## src/rtl/fetch_unit.sv

```systemverilog
// Instruction fetch: owns the PC, issues imem requests, buffers one instruction for IF/ID.
// Latency: zero-wait memory gives one instruction per cycle; a redirect requests the target one cycle later.
// Backpressure: stall_i with a full buffer holds the request low; an issued request is held until its ack.
module fetch_unit #(
    parameter int unsigned      WIDTH    = 32,
    parameter logic [WIDTH-1:0] RESET_PC = '0
) (
    input  logic             clk_i,
    input  logic             reset_i,
    input  logic             stall_i,
    input  logic             redirect_i,
    input  logic [WIDTH-1:0] redirect_pc_i,
    output logic             imem_req_o,
    output logic [WIDTH-1:0] imem_addr_o,
    input  logic             imem_ack_i,
    input  logic [WIDTH-1:0] imem_rdata_i,
    output logic [WIDTH-1:0] instr_of32,
    output logic [WIDTH-1:0] pc_plus4_of32,
    output logic             instr_valid_o
);

    localparam logic [1:0] S_RUN     = 2'd0;
    localparam logic [1:0] S_WAIT    = 2'd1;
    localparam logic [1:0] S_DISCARD = 2'd2;

    localparam logic [WIDTH-1:0] PC_STEP    = WIDTH'(4);
    localparam logic [WIDTH-1:0] ALIGN_MASK = ~(WIDTH'(3));

    logic [1:0]       state_q;
    logic [WIDTH-1:0] pc_q;
    logic [WIDTH-1:0] req_addr_q;
    logic [WIDTH-1:0] ibuf_instr_q;
    logic [WIDTH-1:0] ibuf_pc4_q;
    logic             ibuf_valid_q;

    logic             slot_avail;
    logic             req;
    logic [WIDTH-1:0] addr;
    logic             capture;
    logic             consume;
    logic [WIDTH-1:0] redirect_target;
    logic [WIDTH-1:0] pc_next_seq;

    assign redirect_target = redirect_pc_i & ALIGN_MASK;
    assign pc_next_seq     = pc_q + PC_STEP;

    always_comb begin
        slot_avail = !ibuf_valid_q || !stall_i;
        req        = 1'b1;
        addr       = req_addr_q;
        if (state_q == S_RUN) begin
            req  = slot_avail;
            addr = pc_q;
        end
        // A response to a request made stale by a redirect never reaches the buffer.
        capture = req && imem_ack_i && !redirect_i && (state_q != S_DISCARD);
        consume = ibuf_valid_q && !stall_i;
    end

    assign imem_req_o    = req;
    assign imem_addr_o   = addr;
    assign instr_of32    = ibuf_instr_q;
    assign pc_plus4_of32 = ibuf_pc4_q;
    assign instr_valid_o = ibuf_valid_q;

    always_ff @(posedge clk_i) begin
        if (reset_i) begin
            state_q    <= S_RUN;
            req_addr_q <= RESET_PC;
        end else begin
            case (state_q)
                S_RUN: begin
                    if (req && !imem_ack_i) begin
                        req_addr_q <= pc_q;
                        state_q    <= redirect_i ? S_DISCARD : S_WAIT;
                    end
                end
                S_WAIT: begin
                    if (imem_ack_i) begin
                        state_q <= S_RUN;
                    end else if (redirect_i) begin
                        state_q <= S_DISCARD;
                    end
                end
                S_DISCARD: begin
                    if (imem_ack_i) begin
                        state_q <= S_RUN;
                    end
                end
                default: state_q <= S_RUN;
            endcase
        end
    end

    // In S_WAIT pc_q still equals the outstanding address, so pc_q+4 is the captured PC+4.
    always_ff @(posedge clk_i) begin
        if (reset_i) begin
            pc_q <= RESET_PC;
        end else if (redirect_i) begin
            pc_q <= redirect_target;
        end else if (capture) begin
            pc_q <= pc_next_seq;
        end
    end

    always_ff @(posedge clk_i) begin
        if (reset_i) begin
            ibuf_instr_q <= '0;
            ibuf_pc4_q   <= '0;
            ibuf_valid_q <= 1'b0;
        end else if (redirect_i) begin
            ibuf_instr_q <= '0;
            ibuf_pc4_q   <= '0;
            ibuf_valid_q <= 1'b0;
        end else if (capture) begin
            ibuf_instr_q <= imem_rdata_i;
            ibuf_pc4_q   <= pc_next_seq;
            ibuf_valid_q <= 1'b1;
        end else if (consume) begin
            ibuf_valid_q <= 1'b0;
        end
    end

endmodule

```

## config.mk

```make
export PLATFORM = sky130hd
export DESIGN_NAME = fetch_unit
export DESIGN_NICKNAME = d
export VERILOG_FILES = /design/src/rtl/fetch_unit.sv
export SDC_FILE = /design/constraint.sdc
export NUM_CORES = 1
export LEC_CHECK = 0
export CAP_MARGIN = 10
export CORE_AREA = 2 2 103 154
export CTS_CLUSTER_DIAMETER = 150
export DETAILED_ROUTE_END_ITERATION = 10
export DIE_AREA = 0 0 105 156
export MAX_ROUTING_LAYER = met4
export PLACE_DENSITY = 0.7
export SLEW_MARGIN = 20
export SYNTH_ARGS = -nofsm -noshare
export SYNTH_HDL_FRONTEND = slang
export SYNTH_SLANG_ARGS = --single-unit
```

## constraint.sdc

```tcl
create_clock -name clk_i -period 2.1 [get_ports clk_i]
set_input_delay 0.42 -clock clk_i [delete_from_list [all_inputs] [get_ports clk_i]]
set_output_delay 0.42 -clock clk_i [all_outputs]
set_load 0.02 [all_outputs]
```

==> results of run 1 <==
-- worst register-to-register path: cells and delay by family, from the launching register on --
| kind | cells | cell delay [ns] |
|---|---|---|
| adder cells (fa/ha/maj) | 1 | 0.24 |
| AO/OA/AOI/OAI | 1 | 0.20 |
| AND/OR/NAND/NOR | 3 | 1.01 |
| XOR/XNOR | 1 | 0.11 |
| flip-flops | 1 | 0.35 |
-- state kept, by name, indices dropped and copies added (netlist names) --
name and count:
instr_valid_o 1, state_q 2, pc_plus4_of32 30, pc_q 30, instr_of32 32, req_addr_q 30
-- area by class of cell --
type	count	area [sq um]
multi-input cells	512	2990
clock buffers	17	425
flip-flops and latches	125	2500
repair buffers	215	2000
fillers	1406	6610
well taps	199	249
clock inverters	15	221
inverters	1	3.75
-- cells by family after synthesis --
kind of cell               share of synthesized area (%)
DFF                                                 42.5
other                                             0.0636
AOI/OAI and AO/OA                                   15.0
muxes                                               5.73
adders and majority gates                          0.212
buffers and inverters                               7.98
xor gates and xnor gates                            7.28
and+or+nand+nor                                     21.2
-- placed cells by master (no fill, tap or decap), drive strengths merged, types with 14 or more instances in the layout --
| cell | netlist | final |
|---|---|---|
| a211oi | 29 | 29 |
| nand4 | 14 | 14 |
| a21oi | 84 | 84 |
| clkdlybuf4s50 | 0 | 128 |
| xnor2 | 22 | 22 |
| xor2 | 27 | 27 |
| mux2 | 30 | 30 |
| buf | 11 | 86 |
| clkbuf | 56 | 17 |
| o21ai | 23 | 23 |
| dfxtp | 125 | 125 |
| nand3 | 19 | 19 |
| nand2 | 149 | 149 |
| nor2 | 54 | 54 |
-- repair_timing --
action	in CTS	in global routing
pin swaps	0	0
endpoints found under the setup margin	31	29
setup buffers	2	0
gates resized for setup	113	24
-- metal layers --
layer	global-route usage (%)	share of wire (%)	vias up
met5	-	0	-
met2	36.6	52	149
met4	8.70	2.4	0
met3	4.26	3.7	31
li1	-	-	2747
met1	24.2	42	2555
-- power breakdown --
group          total, mW  switching (mW)  internal, mW  leakage [nW]
logic               1.01           0.532         0.482          1.74
clock network       3.22            1.11          2.10         0.317
registers           2.56          0.0845          2.48          1.02
-- path summary, 6_finish.rpt --
check	start	end	slack (ns)
min reg2reg	req_addr_q[16]	req_addr_q[16]	0.45
max reg2reg	pc_q[2]	pc_q[30]	0.12
min	req_addr_q[16]	req_addr_q[16]	0.45
max	state_q[1]	imem_addr_o[31]	0.04
-- stage by stage --
step | instances | utilization (%) | worst slack (ns) | power [mW]
finish | 1084 | 55.9 | 0.0430 | 6.80
global route | 1084 | 55.9 | -0.00490 | 7.06
CTS | 1084 | 55.8 | -0.118 | 6.84
detailed placement | 1050 | 52.1 | -0.183 | 3.66
global placement | 1050 | 52.1 | -0.148 | 3.65
floorplan | 709 | - | 0.0435 | 3.18
==> flow_metrics.py, run 1 <==
metrics = {
    "min_path": {
        "min_path_type": "register to register",
        "holdPathStages": 2,
    },
    "timing": {
        "rsz0062_at_grt": "yes",
        "finClkSkew_ns": 0.00656,
        "setup_viol": 0,
        "fin_crit_sh_pct": 98.0,
        "relSlewSlack_pct": 61.1,
        "tns_ns": 0,
        "worst_pin_slew_ns": 0.581,
        "min_period_ns": 2.06,
        "hold-worst-slack_ns": 0.451,
        "clock.fmax_ghz": 0.486,
        "hold_viol_final": 0,
        "slew_viol_final": 0,
    },
    "logic_synthesis": {
        "synth-async-reset-ratio_pct": 0,
        "synth_warnings": 0,
        "synth_area_leaders": "dfxtp_1 (42%), nand2_1 (9.5%), a21oi_1 (7.1%)",
        "seq_area_frac_synth_pct": 42.5,
        "yosysUniqueCellTypes": 45,
        "yosysMostFrequentCell": "nand2_1",
        "synth_area_sq_um": 5890,
        "yosys.area.top_type_share_pct": 42.5,
        "syn_inst": 706,
        "synth.avg_cell_area_sq_um": 8.35,
        "yosys.area.top_type": "dfxtp_1",
        "synthTopCellsByCount": "nand2_1 (149), dfxtp_1 (125), a21oi_1 (84), nor2_1 (54), clkbuf_1 (46)",
        "synth_edf_count": 0,
        "synth-seq-cells": 125,
        "yosys_most_used_dff": "dfxtp_1",
    },
    "cells_and_area": {
        "diodes": 0,
        "final_nets": 942,
        "final_cell_area_sq_um": 8390,
        "drive_above_1_share_pct": 19.3,
        "syn_to_final_growth_pct": 42.3,
    },
    "detailed_routing": {
        "firstDrtPassIters": 4,
        "wire_per_inst_microns": 15.5,
        "drt_first_iter_violations": 223,
        "viasPerCell": 5.06,
        "drc": 0,
        "totalWireLength_microns": 16800,
        "drtAntennaViolNets": 0,
        "num_vias": 5482,
    },
    "die": {
        "dieHeight_microns": 156,
        "core.rowCount": 55,
        "die_area_sq_um": 16400,
        "ioPinCount": 167,
        "start_util_pct": 39.3,
        "fp.dieW_microns": 105,
        "core_area_sq_um": 15000,
    },
    "setup_path": {
        "worstPathCellList": "nor2_4, buf_12, mux2_2, buf_2",
        "worstSetupEndpointType": "primary output",
        "crit_buf_inv": 2,
        "reg2reg_depth": 6,
        "crit_path_max_incr_delay_ns": 0.37,
        "criticalPathCategory": "register to primary output",
        "cpMaxStageDelayCell": "mux2_2",
        "crit_path_max_fanout": 21,
        "setup.worst_path.start_class": "register",
        "worst-path-stages": 4,
        "critPathRequiredTime_ns": 1.68,
        "crit_family": "multiplexers",
        "arrival_ns": 1.64,
    },
    "global_route": {
        "grt_max_degree": 40,
        "grt_pass1_wl_microns": 26800,
        "grt_remaining_overflow": 0,
        "antenna_found_initial": 0,
        "grt_pass1_vias": 5268,
        "track_usage_pct": 21.3,
    },
    "clock_tree": {
        "htree_levels": 4,
        "cts_tree": "done",
        "cts.sinks": 125,
        "clock_path_buffers": 2,
        "cts-root-buf": "clkbuf_16",
        "worstSkewPairLatency_ns": 0.41,
        "clk_pin_slew_ns": 0.06,
        "holdBufCountCts": 0,
        "cts_buffers": 17,
    },
    "pwr": {
        "p_per_area_nw_per_um2": 810,
        "vdd_drop_max_mv": 0.503,
        "p_leak_nw": 3.07,
    },
    "job": {
        "drv_cap": 0,
    },
    "place": {
        "gp_congestion": 0.838,
        "dp.final_hpwl_microns": 11800,
        "place_area_sq_um": 7820,
        "port_buffers": 160,
    },
    "status": {
        "status": "complete, no violations",
    },
}
Note: power is estimated with default switching activity, not from simulation.
==> run 2: changes to the inputs <==
--- a/config.mk
+++ b/config.mk
@@ -6,10 +6,10 @@
 export NUM_CORES = 1
 export LEC_CHECK = 0
 export CAP_MARGIN = 10
-export CORE_AREA = 2 2 103 154
+export CORE_AREA = 5 5 106 157
 export CTS_CLUSTER_DIAMETER = 150
 export DETAILED_ROUTE_END_ITERATION = 10
-export DIE_AREA = 0 0 105 156
+export DIE_AREA = 0 0 111 162
 export MAX_ROUTING_LAYER = met4
 export PLACE_DENSITY = 0.7
 export SLEW_MARGIN = 20
==> run 2 against run 1 <==
Global-route usage down 1.8 points. Count of clock-buffer cells in the layout up 1. Via count up 0.26%. Sequential power about the same. Sequential cell count unchanged. Final cell count up 0.65%. Non-clock buffer count up 6. Critical path type unchanged. Largest power group unchanged.
==> flow_metrics.py, run 2 (same netlist as run 1, synthesis figures left out) <==
metrics = {
    "min_path": {
        "min_from": "req_addr_q[24]",
        "min_path_type": "register to register",
        "holdPathStages": 2,
        "hold_end": "req_addr_q[24]",
    },
    "timing": {
        "hold_viol_final": 0,
        "rsz0062_at_grt": "yes",
        "finClkSkew_ns": 0.00906,
        "hold-worst-slack_ns": 0.451,
        "clock.fmax_ghz": 0.484,
        "fin_crit_sh_pct": 98.4,
        "setup_viol": 0,
        "relSlewSlack_pct": 58.3,
        "slew_viol_final": 0,
        "min_period_ns": 2.07,
        "worst_pin_slew_ns": 0.622,
    },
    "clock_tree": {
        "cts-root-buf": "clkbuf_16",
        "clk_pin_slew_ns": 0.06,
        "clock_path_buffers": 2,
        "cts_tree": "done",
        "cts.sinks": 125,
        "htree_levels": 4,
        "holdBufCountCts": 0,
        "worstSkewPairLatency_ns": 0.41,
        "cts_buffers": 17,
    },
    "place": {
        "port_buffers": 160,
        "dp.final_hpwl_microns": 12500,
        "gp_congestion": 0.795,
        "place_area_sq_um": 7810,
    },
    "pwr": {
        "p_seq_share_pct": 38.7,
        "p_comb_share_pct": 16.4,
        "p_per_area_nw_per_um2": 778,
        "clkPwrFrac_pct": 44.9,
        "intPower_mw": 4.92,
        "p_leak_nw": 3.14,
        "sw_frac_of_total_pct": 26.0,
        "p_sw_mw": 1.73,
        "vdd_drop_max_mv": 0.393,
    },
    "job": {
        "drv_cap": 0,
    },
    "detailed_routing": {
        "totalWireLength_microns": 17800,
        "drt_first_iter_violations": 300,
        "drc": 0,
        "firstDrtPassIters": 5,
        "wire_per_inst_microns": 16.3,
        "drtAntennaViolNets": 0,
        "viasPerCell": 5.04,
        "num_vias": 5496,
    },
    "global_route": {
        "grt_pass1_vias": 5363,
        "antenna_found_initial": 1,
        "grt_remaining_overflow": 0,
        "grt_pass1_wl_microns": 27500,
        "track_usage_pct": 19.5,
        "grt_max_degree": 36,
    },
    "die": {
        "start_util_pct": 39.1,
        "core_area_sq_um": 15100,
        "fp.dieW_microns": 111,
        "ioPinCount": 167,
        "dieHeight_microns": 162,
        "core.rowCount": 55,
        "die_area_sq_um": 18000,
    },
    "setup_path": {
        "r2r_slack_ns": 0.12,
        "rr_endpoint": "pc_q[20]",
        "setup.worst_path.start_class": "register",
        "worstSetupEndpointType": "primary output",
        "critPathRequiredTime_ns": 1.68,
        "reg2reg_from": "pc_q[2]",
        "crit_path_max_fanout": 5,
        "criticalPathCategory": "register to primary output",
        "crit_start": "state_q[0]",
        "reg2reg_depth": 8,
        "arrival_ns": 1.65,
    },
    "cells_and_area": {
        "final_cell_area_sq_um": 8540,
        "layout.cells.most_common_list": "nand2_1 (149), clkdlybuf4s50_1 (128), dfxtp_1 (122)",
        "final_common_cell": "nand2_1",
        "syn_to_final_growth_pct": 44.9,
        "largest_reg_flops": 32,
        "drive_above_1_share_pct": 20.0,
        "final_nets": 948,
    },
    "status": {
        "status": "complete, no violations",
    },
}
==> run 2: worst max-delay path by stage <==
stage / to / slack, ns / depth (start not counted)
floorplan: pc_q[30] / 0.04 / 7
global placement: pc_q[16] / -0.24 / 7
detailed placement: pc_q[16] / -0.25 / 7
CTS: imem_addr_o[30] / -0.11 / 4
global route: imem_addr_o[4] / -0.008 / 5
finish: imem_addr_o[4] / 0.03 / 5
==> run 2: worst max-delay path, stage by stage, from the launching register on <==
cell	delay [ns]
dfxtp_2	0.33
nor2_4	0.11
buf_6	0.16
buf_12	0.14
mux2_2	0.35
buf_6	0.14
==> run 2: timing repair <==
action	CTS	global route
buffers inserted	0	2
endpoints found under the hold margin	0	0
resized for setup	91	81
setup endpoints to repair	32	23
pin swaps	0	1
cloned	0	3
==> run 2: layout make-up <==
type	count	area, sq um
diodes	1	2.50
clock buffers	18	439
clock inverters	14	169
fillers	1362	6530
inverters	1	3.75
multi-input cells	512	3000
flip-flops and latches	125	2510
well taps	199	249
repair buffers	221	2170
==> run 2: per-layer routing <==
| metal | global-route usage [%] | vias up | wire length, microns |
|---|---|---|---|
| li1 | - | 2751 | - |
| met1 | 21.7 | 2556 | 7130 |
| met2 | 34.5 | 157 | 9360 |
| met3 | 4.14 | 32 | 838 |
| met4 | 6.72 | 0 | 485 |
| met5 | - | - | 0 |
==> run 2: metrics by stage <==
stage | setup TNS (ns) | total power [mW] | std cells | worst slack, ns | utilization (%)
2_1_floorplan | 0 | 3.18 | 709 | 0.0435 | -
3_3_place_gp | -1.49 | 3.64 | 1053 | -0.237 | 51.8
3_5_place_dp | -3.41 | 3.65 | 1053 | -0.251 | 51.8
4_1_cts | -1.12 | 6.61 | 1085 | -0.108 | 55.2
5_1_grt | -0.0378 | 6.91 | 1091 | -0.00810 | 56.7
6_report | 0 | 6.64 | 1091 | 0.0332 | 56.7
==> run 2: power groups by stage <==
stage                     registers (mW)  clock network (mW)  logic, mW
after global placement              2.61                   0       1.03
final                               2.57                2.99       1.09
after floorplan                     2.63                   0      0.551
after CTS                           2.57                3.04       1.01
after detailed placement            2.62                   0       1.04
after global routing                2.58                3.16       1.17
==> run 3: changes to the inputs <==
--- a/config.mk
+++ b/config.mk
@@ -6,12 +6,14 @@
 export NUM_CORES = 1
 export LEC_CHECK = 0
 export CAP_MARGIN = 10
-export CORE_AREA = 5 5 106 157
+export CELL_PAD_IN_SITES_DETAIL_PLACEMENT = 1
+export CELL_PAD_IN_SITES_GLOBAL_PLACEMENT = 1
+export CORE_AREA = 5 5 117 175
 export CTS_CLUSTER_DIAMETER = 150
 export DETAILED_ROUTE_END_ITERATION = 10
-export DIE_AREA = 0 0 111 162
+export DIE_AREA = 0 0 122 180
 export MAX_ROUTING_LAYER = met4
-export PLACE_DENSITY = 0.7
+export PLACE_DENSITY_LB_ADDON = 0.1
 export SLEW_MARGIN = 20
 export SYNTH_ARGS = -nofsm -noshare
 export SYNTH_HDL_FRONTEND = slang
==> run 3 against run 2 <==
Routed wire length is 19% higher. Combinational power hardly changed. Global-route usage is 0.40 points higher. Clock skew is 0.0028 ns lower. Sequential share of layout area is 0.35 points lower. Fmax is 0.86% lower. Clock power hardly changed. Sequential cell count stayed put. Non-clock buffer count is 13 higher. Critical endpoint is now imem_addr_o[12]. Utilization is 11 points lower. Count of clock-buffer cells in the layout is 2 higher.
==> flow_metrics.py, run 3 (same netlist as run 1, synthesis figures left out) <==
metrics = {
    "status": {
        "status": "complete, no violations",
    },
    "clock_tree": {
        "worstSkewPairLatency_ns": 0.42,
        "cts_buffers": 17,
        "cts_tree": "done",
        "clk_pin_slew_ns": 0.06,
        "htree_levels": 4,
        "cts.sinks": 125,
        "clock_path_buffers": 2,
        "cts-root-buf": "clkbuf_16",
    },
    "timing": {
        "fin_crit_sh_pct": 99.3,
        "relSlewSlack_pct": 65.1,
        "setup_viol": 0,
        "rsz0062_at_grt": "yes",
        "slew_viol_final": 0,
        "clock.fmax_ghz": 0.480,
        "worst_pin_slew_ns": 0.521,
        "finClkSkew_ns": 0.00628,
        "hold_viol_final": 0,
        "min_period_ns": 2.08,
    },
    "setup_path": {
        "worstPathCellList": "nor2_4, buf_6, buf_16, buf_6, mux2_4, buf_6",
        "rr_endpoint": "pc_q[10]",
        "cp_common_cell": "buf_6",
        "arrival_ns": 1.66,
        "setup.worst_path.start_class": "register",
        "r2r_slack_ns": 0.09,
        "critPathRequiredTime_ns": 1.68,
        "crit_path_max_fanout": 4,
        "reg2reg_depth": 8,
        "crit_path_max_incr_delay_ns": 0.33,
        "crit_start": "state_q[1]",
        "reg2reg_from": "pc_q[3]",
        "crit_buf_inv": 4,
        "criticalPathCategory": "register to primary output",
        "crit_family": "buffers and inverters",
        "worstSetupEndpointType": "primary output",
        "cpMaxStageDelayCell": "dfxtp_2",
    },
    "die": {
        "fp.dieW_microns": 122,
        "ioPinCount": 167,
        "dieHeight_microns": 180,
        "core_area_sq_um": 18900,
        "core.rowCount": 62,
        "die_area_sq_um": 22000,
        "start_util_pct": 31.3,
    },
    "cells_and_area": {
        "syn_to_final_growth_pct": 46.6,
        "diodes": 0,
        "multiInputGateArea_sq_um": 3020,
        "final.fill_count": 2239,
        "final_nets": 961,
        "stdcell_count": 1160,
        "layout.cells.most_common_list": "nand2_1 (149), clkdlybuf4s50_1 (128), dfxtp_1 (123)",
        "largest_reg_flops": 32,
        "register_area_sq_um": 2500,
        "final_common_cell": "nand2_1",
        "drive_above_1_share_pct": 21.0,
    },
    "place": {
        "port_buffers": 160,
        "placedCellCount": 1116,
        "dp.final_hpwl_microns": 14700,
        "gp_congestion": 0.772,
    },
    "detailed_routing": {
        "num_vias": 5665,
        "drc": 0,
        "wire_per_inst_microns": 18.2,
        "viasPerCell": 4.88,
        "drt_first_iter_violations": 177,
        "firstDrtPassIters": 4,
        "totalWireLength_microns": 21100,
        "drtAntennaViolNets": 0,
    },
    "global_route": {
        "track_usage_pct": 19.9,
        "grt_remaining_overflow": 0,
        "grt_pass1_vias": 6300,
        "grt_max_degree": 39,
        "grt_pass1_wl_microns": 33400,
        "antenna_found_initial": 0,
    },
    "min_path": {
        "min_path_type": "register to register",
        "holdPathStages": 2,
        "hold_end": "req_addr_q[26]",
        "min_from": "req_addr_q[26]",
    },
    "pwr": {
        "p_leak_nw": 3.17,
        "p_per_area_nw_per_um2": 773,
        "vdd_drop_max_mv": 0.458,
        "power.total_mw": 6.68,
    },
    "job": {
        "drv_cap": 0,
    },
}
## run 3: timing repair
item | in CTS | in global routing
resized for setup | 135 | 40
cloned | 3 | 0
pin swaps | 1 | 2
endpoints found under the hold margin | 0 | 0
buffers inserted | 6 | 5
setup endpoints to repair | 33 | 34
hold buffers | 0 | 0
## run 3: per-stage QoR
step           util, %  TNS, ns  hold slack (ns)  instance area (sq um)  setup WS [ns]
3_5_place_dp      42.0    -9.21            0.449                   7920         -0.233
4_1_cts           45.1   -0.677            0.457                   8500        -0.0960
6_report          45.8        0            0.453                   8640         0.0152
2_1_floorplan        -        0            0.434                   5910         0.0435
5_1_grt           45.8   -0.404            0.480                   8640        -0.0375
3_3_place_gp      42.0    -6.83            0.439                   7920         -0.184
## run 3: worst max path at each step
stage | slack, ns | end | cells past startpoint
finish | 0.02 | imem_addr_o[12] | 6
global route | -0.04 | imem_addr_o[15] | 6
CTS | -0.1 | imem_addr_o[2] | 6
detailed placement | -0.23 | instr_of32[25] | 9
global placement | -0.18 | pc_q[9] | 6
floorplan | 0.04 | pc_q[30] | 7
## run 3: area by class of cell
type	instances	share of cell area, %
clock buffers	20	5.17
clock inverters	12	1.68
inverters	1	0.0434
multi-input cells	512	34.9
flip-flops and latches	125	29.0
well taps	256	3.71
repair buffers	234	25.5
## run 3: where the power goes
group	leakage (nW)	internal (mW)	switching [mW]
Sequential	1.02	2.48	0.0887
Clock	0.282	1.88	1.11
Combinational	1.87	0.535	0.581
## run 3: worst min-delay path, stage by stage, from the launching register on
cell	delay (ns)
dfxtp_1	0.30
nand2_1	0.05
a21oi_1	0.05
## run 3: per-layer routing
metal,GRT usage (%),part of all wire [%]
met2,35.0,53
met5,-,0
met4,7.22,1.7
met3,4.09,4.0
met1,21.9,41
